**src/rtl/fifo_rd_serializer.sv**
```systemverilog
`timescale 1ns/1ps
// -----------------------------------------------------------------------------
// fifo_rd_serializer
//
// Pops FIFO_WIDTH-bit words from a first-word-fall-through sync FIFO and emits
// them as R = FIFO_WIDTH/OUT_WIDTH chunks of OUT_WIDTH bits, LSB chunk first,
// on a valid/ready stream. The next word is popped in the same cycle as the
// final chunk's handshake, so a full FIFO sustains one chunk per cycle.
//
// Ports
//   clk_i          clock, rising edge
//   resetn_i       asynchronous active-low reset
//   fifo_rempty_i  upstream FIFO empty flag
//   fifo_rdata_i   upstream FIFO head word (valid while fifo_rempty_i = 0)
//   fifo_rd_en_o   combinational pop strobe; head consumed on the edge
//   flush_i        synchronous discard of the held word
//   out_valid_o    chunk valid
//   out_ready_i    downstream ready
//   out_data_o     current chunk
//   out_last_o     current chunk is the final chunk of its word
//   busy_o         a word is held
// -----------------------------------------------------------------------------
module fifo_rd_serializer #(
    parameter int FIFO_WIDTH = 64,
    parameter int OUT_WIDTH  = 16
) (
    input  logic                  clk_i,
    input  logic                  resetn_i,
    input  logic                  fifo_rempty_i,
    input  logic [FIFO_WIDTH-1:0] fifo_rdata_i,
    output logic                  fifo_rd_en_o,
    input  logic                  flush_i,
    output logic                  out_valid_o,
    input  logic                  out_ready_i,
    output logic [OUT_WIDTH-1:0]  out_data_o,
    output logic                  out_last_o,
    output logic                  busy_o
);

    localparam int RATIO = FIFO_WIDTH / OUT_WIDTH;
    localparam int CNT_W = (RATIO > 1) ? $clog2(RATIO) : 1;
    localparam logic [CNT_W-1:0] CNT_LAST = CNT_W'(RATIO - 1);

    // Reject ratios that are not a power of two >= 2 at elaboration.
    if (RATIO < 2 || (RATIO & (RATIO - 1)) != 0 || (FIFO_WIDTH % OUT_WIDTH) != 0) begin : g_illegal_ratio
        $error("fifo_rd_serializer: FIFO_WIDTH/OUT_WIDTH must be a power of two >= 2");
    end

    typedef enum logic {
        ST_EMPTY = 1'b0,
        ST_SHIFT = 1'b1
    } state_e;

    state_e                state_q, state_d;
    logic [FIFO_WIDTH-1:0] word_q,  word_d;
    logic [CNT_W-1:0]      cnt_q,   cnt_d;

    logic handshake;
    logic at_last;
    logic pop;

    // Word viewed as an array of chunks so the chunk select is a plain index.
    logic [RATIO-1:0][OUT_WIDTH-1:0] word_chunks;
    assign word_chunks = word_q;

    assign handshake = (state_q == ST_SHIFT) && out_ready_i;
    assign at_last   = (cnt_q == CNT_LAST);

    // Pop when idle, or back-to-back on the final chunk's handshake. Flush and
    // reset both veto the pop; reset is included because state alone reads
    // EMPTY while resetn_i is low and would otherwise strobe a non-empty FIFO.
    assign pop = resetn_i && !flush_i && !fifo_rempty_i &&
                 ((state_q == ST_EMPTY) || (handshake && at_last));

    // State register
    // NOTE: the word register is reset along with the control state because
    // out_data_o must read zero during reset; it is one register, not a RAM.
    always_ff @(posedge clk_i or negedge resetn_i) begin
        if (!resetn_i) begin
            state_q <= ST_EMPTY;
            word_q  <= '0;
            cnt_q   <= '0;
        end else begin
            // NOTE: non-blocking assignments keep every register sampling the
            // pre-edge values, independent of statement order.
            state_q <= state_d;
            word_q  <= word_d;
            cnt_q   <= cnt_d;
        end
    end

    // Next-state logic
    always_comb begin
        // NOTE: hold-by-default assignments first, so no path leaves a _d
        // signal unassigned and no latch is inferred.
        state_d = state_q;
        word_d  = word_q;
        cnt_d   = cnt_q;

        if (flush_i) begin
            // Flush wins over any handshake or pop in the same cycle.
            state_d = ST_EMPTY;
            cnt_d   = '0;
        end else if (pop) begin
            word_d  = fifo_rdata_i;
            cnt_d   = '0;
            state_d = ST_SHIFT;
        end else if (handshake) begin
            if (at_last) begin
                state_d = ST_EMPTY;
                cnt_d   = '0;
            end else begin
                cnt_d = cnt_q + CNT_W'(1);
            end
        end
    end

    // Output logic
    always_comb begin
        fifo_rd_en_o = pop;
        out_valid_o  = (state_q == ST_SHIFT);
        busy_o       = (state_q == ST_SHIFT);
        out_last_o   = (state_q == ST_SHIFT) && at_last;
        out_data_o   = word_chunks[cnt_q];
    end

endmodule

```
**config.mk**
```make
export PLATFORM = sky130hd
export DESIGN_NAME = fifo_rd_serializer
export DESIGN_NICKNAME = d
export VERILOG_FILES = /design/src/rtl/fifo_rd_serializer.sv
export SDC_FILE = /design/constraint.sdc
export NUM_CORES = 1
export LEC_CHECK = 0
export CAP_MARGIN = 5
export CORE_MARGIN = 2
export CORE_UTILIZATION = 31
export CTS_BUF_LIST = sky130_fd_sc_hd__clkbuf_8
export CTS_CLUSTER_DIAMETER = 40
export CTS_CLUSTER_SIZE = 25
export DETAILED_ROUTE_END_ITERATION = 7
export DONT_BUFFER_PORTS = 1
export PLACE_DENSITY_LB_ADDON = 0.2
export SYNTH_ARGS = -nofsm -noshare
export SYNTH_HDL_FRONTEND = slang
export SYNTH_SLANG_ARGS = --single-unit
```
**constraint.sdc**
```tcl
create_clock -name clk_i -period 4.09 [get_ports clk_i]
set_clock_uncertainty 0.2 [all_clocks]
set_input_delay 0.818 -clock clk_i [delete_from_list [all_inputs] [get_ports clk_i]]
set_output_delay 0.818 -clock clk_i [all_outputs]
set_load 0.05 [all_outputs]
```
==> results of run 1 <==
==> flip-flops by register name, indices dropped and copies added, names as in the netlist <==
register and count:
busy_o 1, cnt_q 2, word_chunks 64
==> report_power, final <==
group | total (mW) | internal [mW] | switching, mW
clock network | 0.541 | 0.293 | 0.248
logic | 0.384 | 0.155 | 0.229
registers | 0.879 | 0.803 | 0.0763
total | 1.80 | 1.25 | 0.553
==> synthesized netlist by cell type <==
cell      number  share of area (%)
buf_2          5               0.85
nor2_1         1               0.13
mux4_2        16                 12
a21oi_1        1               0.17
mux2_2        34                 13
mux2i_1        2               0.68
buf_6          3                1.2
mux2_1        30                 12
ha_1           1               0.43
nand2b_1       1               0.21
nand2_1        3               0.38
clkbuf_1       1               0.13
dfrtp_1       67                 57
a211oi_2       1               0.43
nor3_1         2               0.34
and2_1         1               0.21
buf_4          3               0.77
==> through the flow <==
step                utilization, %  cells  power, mW  hold slack, ns  instance area [um^2]
finish                        35.3    292       1.80           0.144                  3240
global route                  35.3    292       1.90           0.153                  3240
CTS                           35.3    292       1.84           0.151                  3240
detailed placement            32.9    275       1.27           0.274                  3020
global placement              32.9    275       1.24           0.263                  3020
floorplan                        -    172       1.21           0.253                  2930
==> cell families (layout without fill, tap and decap cells) <==
| kind of cell | count (synthesis) | count (layout) | share of synthesized area, % |
|---|---|---|---|
| compound gates | 2 | 2 | 0.598 |
| fa+ha+maj | 1 | 1 | 0.427 |
| buf+inv | 12 | 21 | 2.90 |
| flops | 67 | 67 | 57.2 |
| mux | 82 | 82 | 37.6 |
| simple gates | 8 | 8 | 1.28 |
==> per-layer routing <==
layer	track usage, %	part of all wire (%)	vias to the layer above
li1	-	-	644
met1	14.1	40	754
met2	19.8	51	51
met3	4.83	6.4	9
met4	6.96	2.3	0
met5	0	0	-
==> layout make-up <==
cell class	instances	area (um^2)
multi-input cells	93	1180
fillers	875	5950
clock buffers	10	138
flip-flops and latches	67	1680
repair buffers	5	57.6
well taps	111	139
clock inverters	6	56.3
==> worst max path at each step <==
stage                  startpoint               to  slack (ns)  depth (start not counted)
finish                     busy_o       out_last_o        1.17                          1
global route               busy_o       out_last_o        1.08                          1
CTS                        busy_o       out_last_o        1.14                          1
detailed placement  fifo_rempty_i  word_chunks[43]        1.22                          4
global placement    fifo_rempty_i  word_chunks[58]        1.26                          4
floorplan           fifo_rempty_i     fifo_rd_en_o        1.47                          3
==> cell usage in the layout (no fill, tap or decap), drive strengths merged <==
master / n
dfrtp: 67
mux2: 64
mux4: 16
clkbuf: 10
buf: 5
nand2: 3
clkinv: 3
mux2i: 2
nor3: 2
nand2b: 1
a211oi: 1
and2: 1
nor2: 1
a21oi: 1
ha: 1
clkinvlp: 1
inv: 1
bufinv: 1
==> timing repair <==
action	CTS	global route
hold endpoints to repair	67	0
hold buffers	1	0
setup endpoints to repair	0	0
setup buffers	0	0
==> results.toml, run 1 <==
[routing]
postRouteAntennaNets = 0
drc = 0
avgViaCountPerCell = 4.99
first_iter_violations = 18
first_pass_iters = 2
vias = 1458
wl_per_cell_um = 20.2
wl_um = 5890

[final_layout]
drive_above_1_share_pct = 39.2
antenna_cells = 0
finalNetCount = 246
area_growth_pct = 10.7

[critical_path]
r2r-start = "busy_o"
critPathMaxStageDelay_ns = 1.02
rr_endpoint = "word_chunks[43]"
cp-end-kind = "primary output"
crit_family = "flip-flops"
ff2ff_path_depth = 3
cp_max_fo = 6
start_kind = "register"
crit_buf_inv = 0
critPathKind = "register to primary output"
r2r_slack_ns = 1.30
crit_arrival_ns = 1.91
critical_path.cell_chain = "and2_1"
worstPathRequired_ns = 3.07
crit_slowest_cell = "dfrtp_1"

[sta]
setup_violations = 0
setup-tns-final_ns = 0
hold_violations = 0
slew_headroom_pct = 31.8
maxClockFrequency_mhz = 342
rsz0062_at_grt = "no"
slew_violations = 0
post-route-period-util_pct = 71.5
finalWorstSetupSlack_ns = 1.17
fin_crit_ns = 2.92
worst_slew_pin_slew_ns = 1.02

[clock_network]
clockBufferDepth = 2
cts-buffers-inserted = 9
clk_latency_ns = 0.33
cts_tree = "yes"
cts-root-buf = "clkbuf_8"
clk_pin_slew_worst_paths_ns = 0.06
cts_sinks = 67
ctsResizeCount = 0
htreeDepth = 3

[die]
ios = 89
coreArea_um2 = 9200
dieHeight_um = 101
die_x_um = 101
num_rows = 35
die-area_um2 = 10200
start_util_pct = 31.9

[logic_synthesis]
synth.distinct_cells = 17
syn_nets = 242
avgSynthCellArea_um2 = 17.0
yosysWarnings = 0
synth_seq_cells = 67
yosysSeqAreaShare_pct = 57.2
syn_area_um2 = 2930
synthCells = 172

[global_route]
grt_use_total_pct = 12.3
grt_max_degree = 68
grt_pass1_vias = 1733
gr-total-overflow = 0
grt_pass1_wl_um = 9280
antenna_found_initial = 0

[placed_design]
dp_hpwl_um = 4080
dp_slack_ns = 1.22
gp_congestion = 0.726
port_buffers = 0

[job]
maxCapViolations = 0

[power]
power_density_nw_per_um2 = 556
power_leakage_nw = 1.32
ir_drop_mv = 0.154

[outcome]
status = "completed"

[worst_hold_path]
hp-class = "input port to asynchronous set/reset pin"
Note: power is estimated with default switching activity, not from simulation.
==> inputs of run 2 (changes only) <==
Clock period 4.09 ns to 2.8 ns, I/O delays scaled along.
==> run 2 against run 1 <==
Effect of this change:
- flip-flop and latch count unchanged
- die area did not move
- hold slack got worse by 0.062 ns
- largest cell class unchanged
- global-route usage grew 0.28 points
- cell count up 1.4%
- first-iteration DRC count is 110% higher
- critical endpoint is now fifo_rd_en_o
- largest power group unchanged
- highest routed layer unchanged
==> results.toml, run 2 (synthesis results as in run 1) <==
[placed_design]
dpl_cell_area_um2 = 3100
port_buffers = 0
dp_hpwl_um = 4270
gp_congestion = 0.772

[power]
power_density_nw_per_um2 = 794
ir_drop_mv = 0.240
power_leakage_nw = 1.36

[global_route]
grt_use_total_pct = 12.6
grt_pass1_vias = 1837
grt_max_degree = 68
grt_pass1_wl_um = 9620
antenna_found_initial = 0
gr-total-overflow = 0

[clock_network]
clk_latency_ns = 0.33
clockBufferDepth = 2
cts_tree = "yes"
cts-buffers-inserted = 9
ctsResizeCount = 0
cts-root-buf = "clkbuf_8"
htreeDepth = 3
cts_setup_buffers = 0
clk_pin_slew_worst_paths_ns = 0.07
cts_sinks = 67

[job]
maxCapViolations = 0

[die]
coreArea_um2 = 9200
num_rows = 35
ios = 89
die-area_um2 = 10200
die_x_um = 101
dieHeight_um = 101
start_util_pct = 31.9

[outcome]
status = "completed"

[critical_path]
start_kind = "register"
cp_max_fo = 7
cp-end-kind = "primary output"
crit_arrival_ns = 1.81
worstPathRequired_ns = 2.04
critPathKind = "register to primary output"

[routing]
wl_per_cell_um = 20.3
avgViaCountPerCell = 5.13
first_iter_violations = 38
first_pass_iters = 4
wl_um = 6000
vias = 1517
drc = 0
postRouteAntennaNets = 0

[sta]
maxClockFrequency_mhz = 389
rsz0062_at_grt = "no"
worst_slew_pin_slew_ns = 0.403
slew_headroom_pct = 73.1
setup-tns-final_ns = 0
hold_violations = 0
setup_violations = 0
post-route-period-util_pct = 91.8
fin_crit_ns = 2.57
slew_violations = 0

[final_layout]
largest_register_ffs = 64
mostFrequentLayoutCells = "67 x dfrtp_1, 34 x mux2_2, 30 x mux2_1"
fill_cells = 869
finalNetCount = 251
layout_commonest_cell = "dfrtp_1"
area_growth_pct = 13.7
drive_above_1_share_pct = 39.5
fin_area_um2 = 3330
antenna_cells = 0

[worst_hold_path]
hp-class = "input port to register"
-- run 2: repair_timing --
action / in CTS / in global routing
hold buffers: 2 / 0
hold endpoints to repair: 67 / 0
setup endpoints to repair: 0 / 0
-- run 2: cell type report --
cell class / count / area, um^2 / area share, %
flip-flops and latches: 67 / 1680 / 50.3
multi-input cells: 93 / 1180 / 35.3
clock buffers: 11 / 151 / 4.54
repair buffers: 10 / 148 / 4.43
well taps: 111 / 139 / 4.17
clock inverters: 4 / 42.5 / 1.28
-- run 2: final timing paths --
check / startpoint / to / slack, ns / depth (start not counted)
worst max-delay path: cnt_q[0] / fifo_rd_en_o / 0.23 / 5
worst max register to register: cnt_q[0] / word_chunks[55] / 0.55 / 6
min in group asynchronous: resetn_i / word_chunks[2] / 0.55 / 2
worst min-delay path: flush_i / busy_o / 0.08 / 1
max in group asynchronous: resetn_i / word_chunks[20] / 1.55 / 2
worst min register to register: word_chunks[12] / word_chunks[12] / 0.28 / 1
-- run 2: per-layer routing --
metal	track usage (%)	up-vias	part of all wire, %
li1	-	652	-
met1	13.8	807	38
met2	21.7	49	54
met3	3.80	9	6.3
met4	7.28	0	1.5
met5	0	-	0
-- run 2: metrics by stage --
| stage | utilization [%] | instances | hold WS, ns | power, mW | setup slack, ns |
|---|---|---|---|---|---|
| after floorplan | - | 172 | 0.0644 | 1.76 | 0.546 |
| after global placement | 33.7 | 279 | 0.0665 | 1.82 | 0.597 |
| after detailed placement | 33.7 | 279 | 0.0666 | 1.86 | 0.551 |
| after CTS | 36.2 | 296 | 0.0541 | 2.70 | 0.182 |
| after global routing | 36.2 | 296 | 0.0691 | 2.79 | 0.104 |
| final | 36.2 | 296 | 0.0822 | 2.65 | 0.229 |
-- run 2: report_power, final --
| group | internal, mW | switching [mW] |
|---|---|---|
| Clock | 0.447 | 0.340 |
| Sequential | 1.17 | 0.105 |
| Combinational | 0.235 | 0.346 |
-- run 2: worst max-delay path, stage by stage, from the launching register on --
cell and delay (ns):
dfrtp_1 0.35, buf_4 0.19, ha_1 0.20, nand2_1 0.11, a211oi_4 0.43, buf_12 0.19
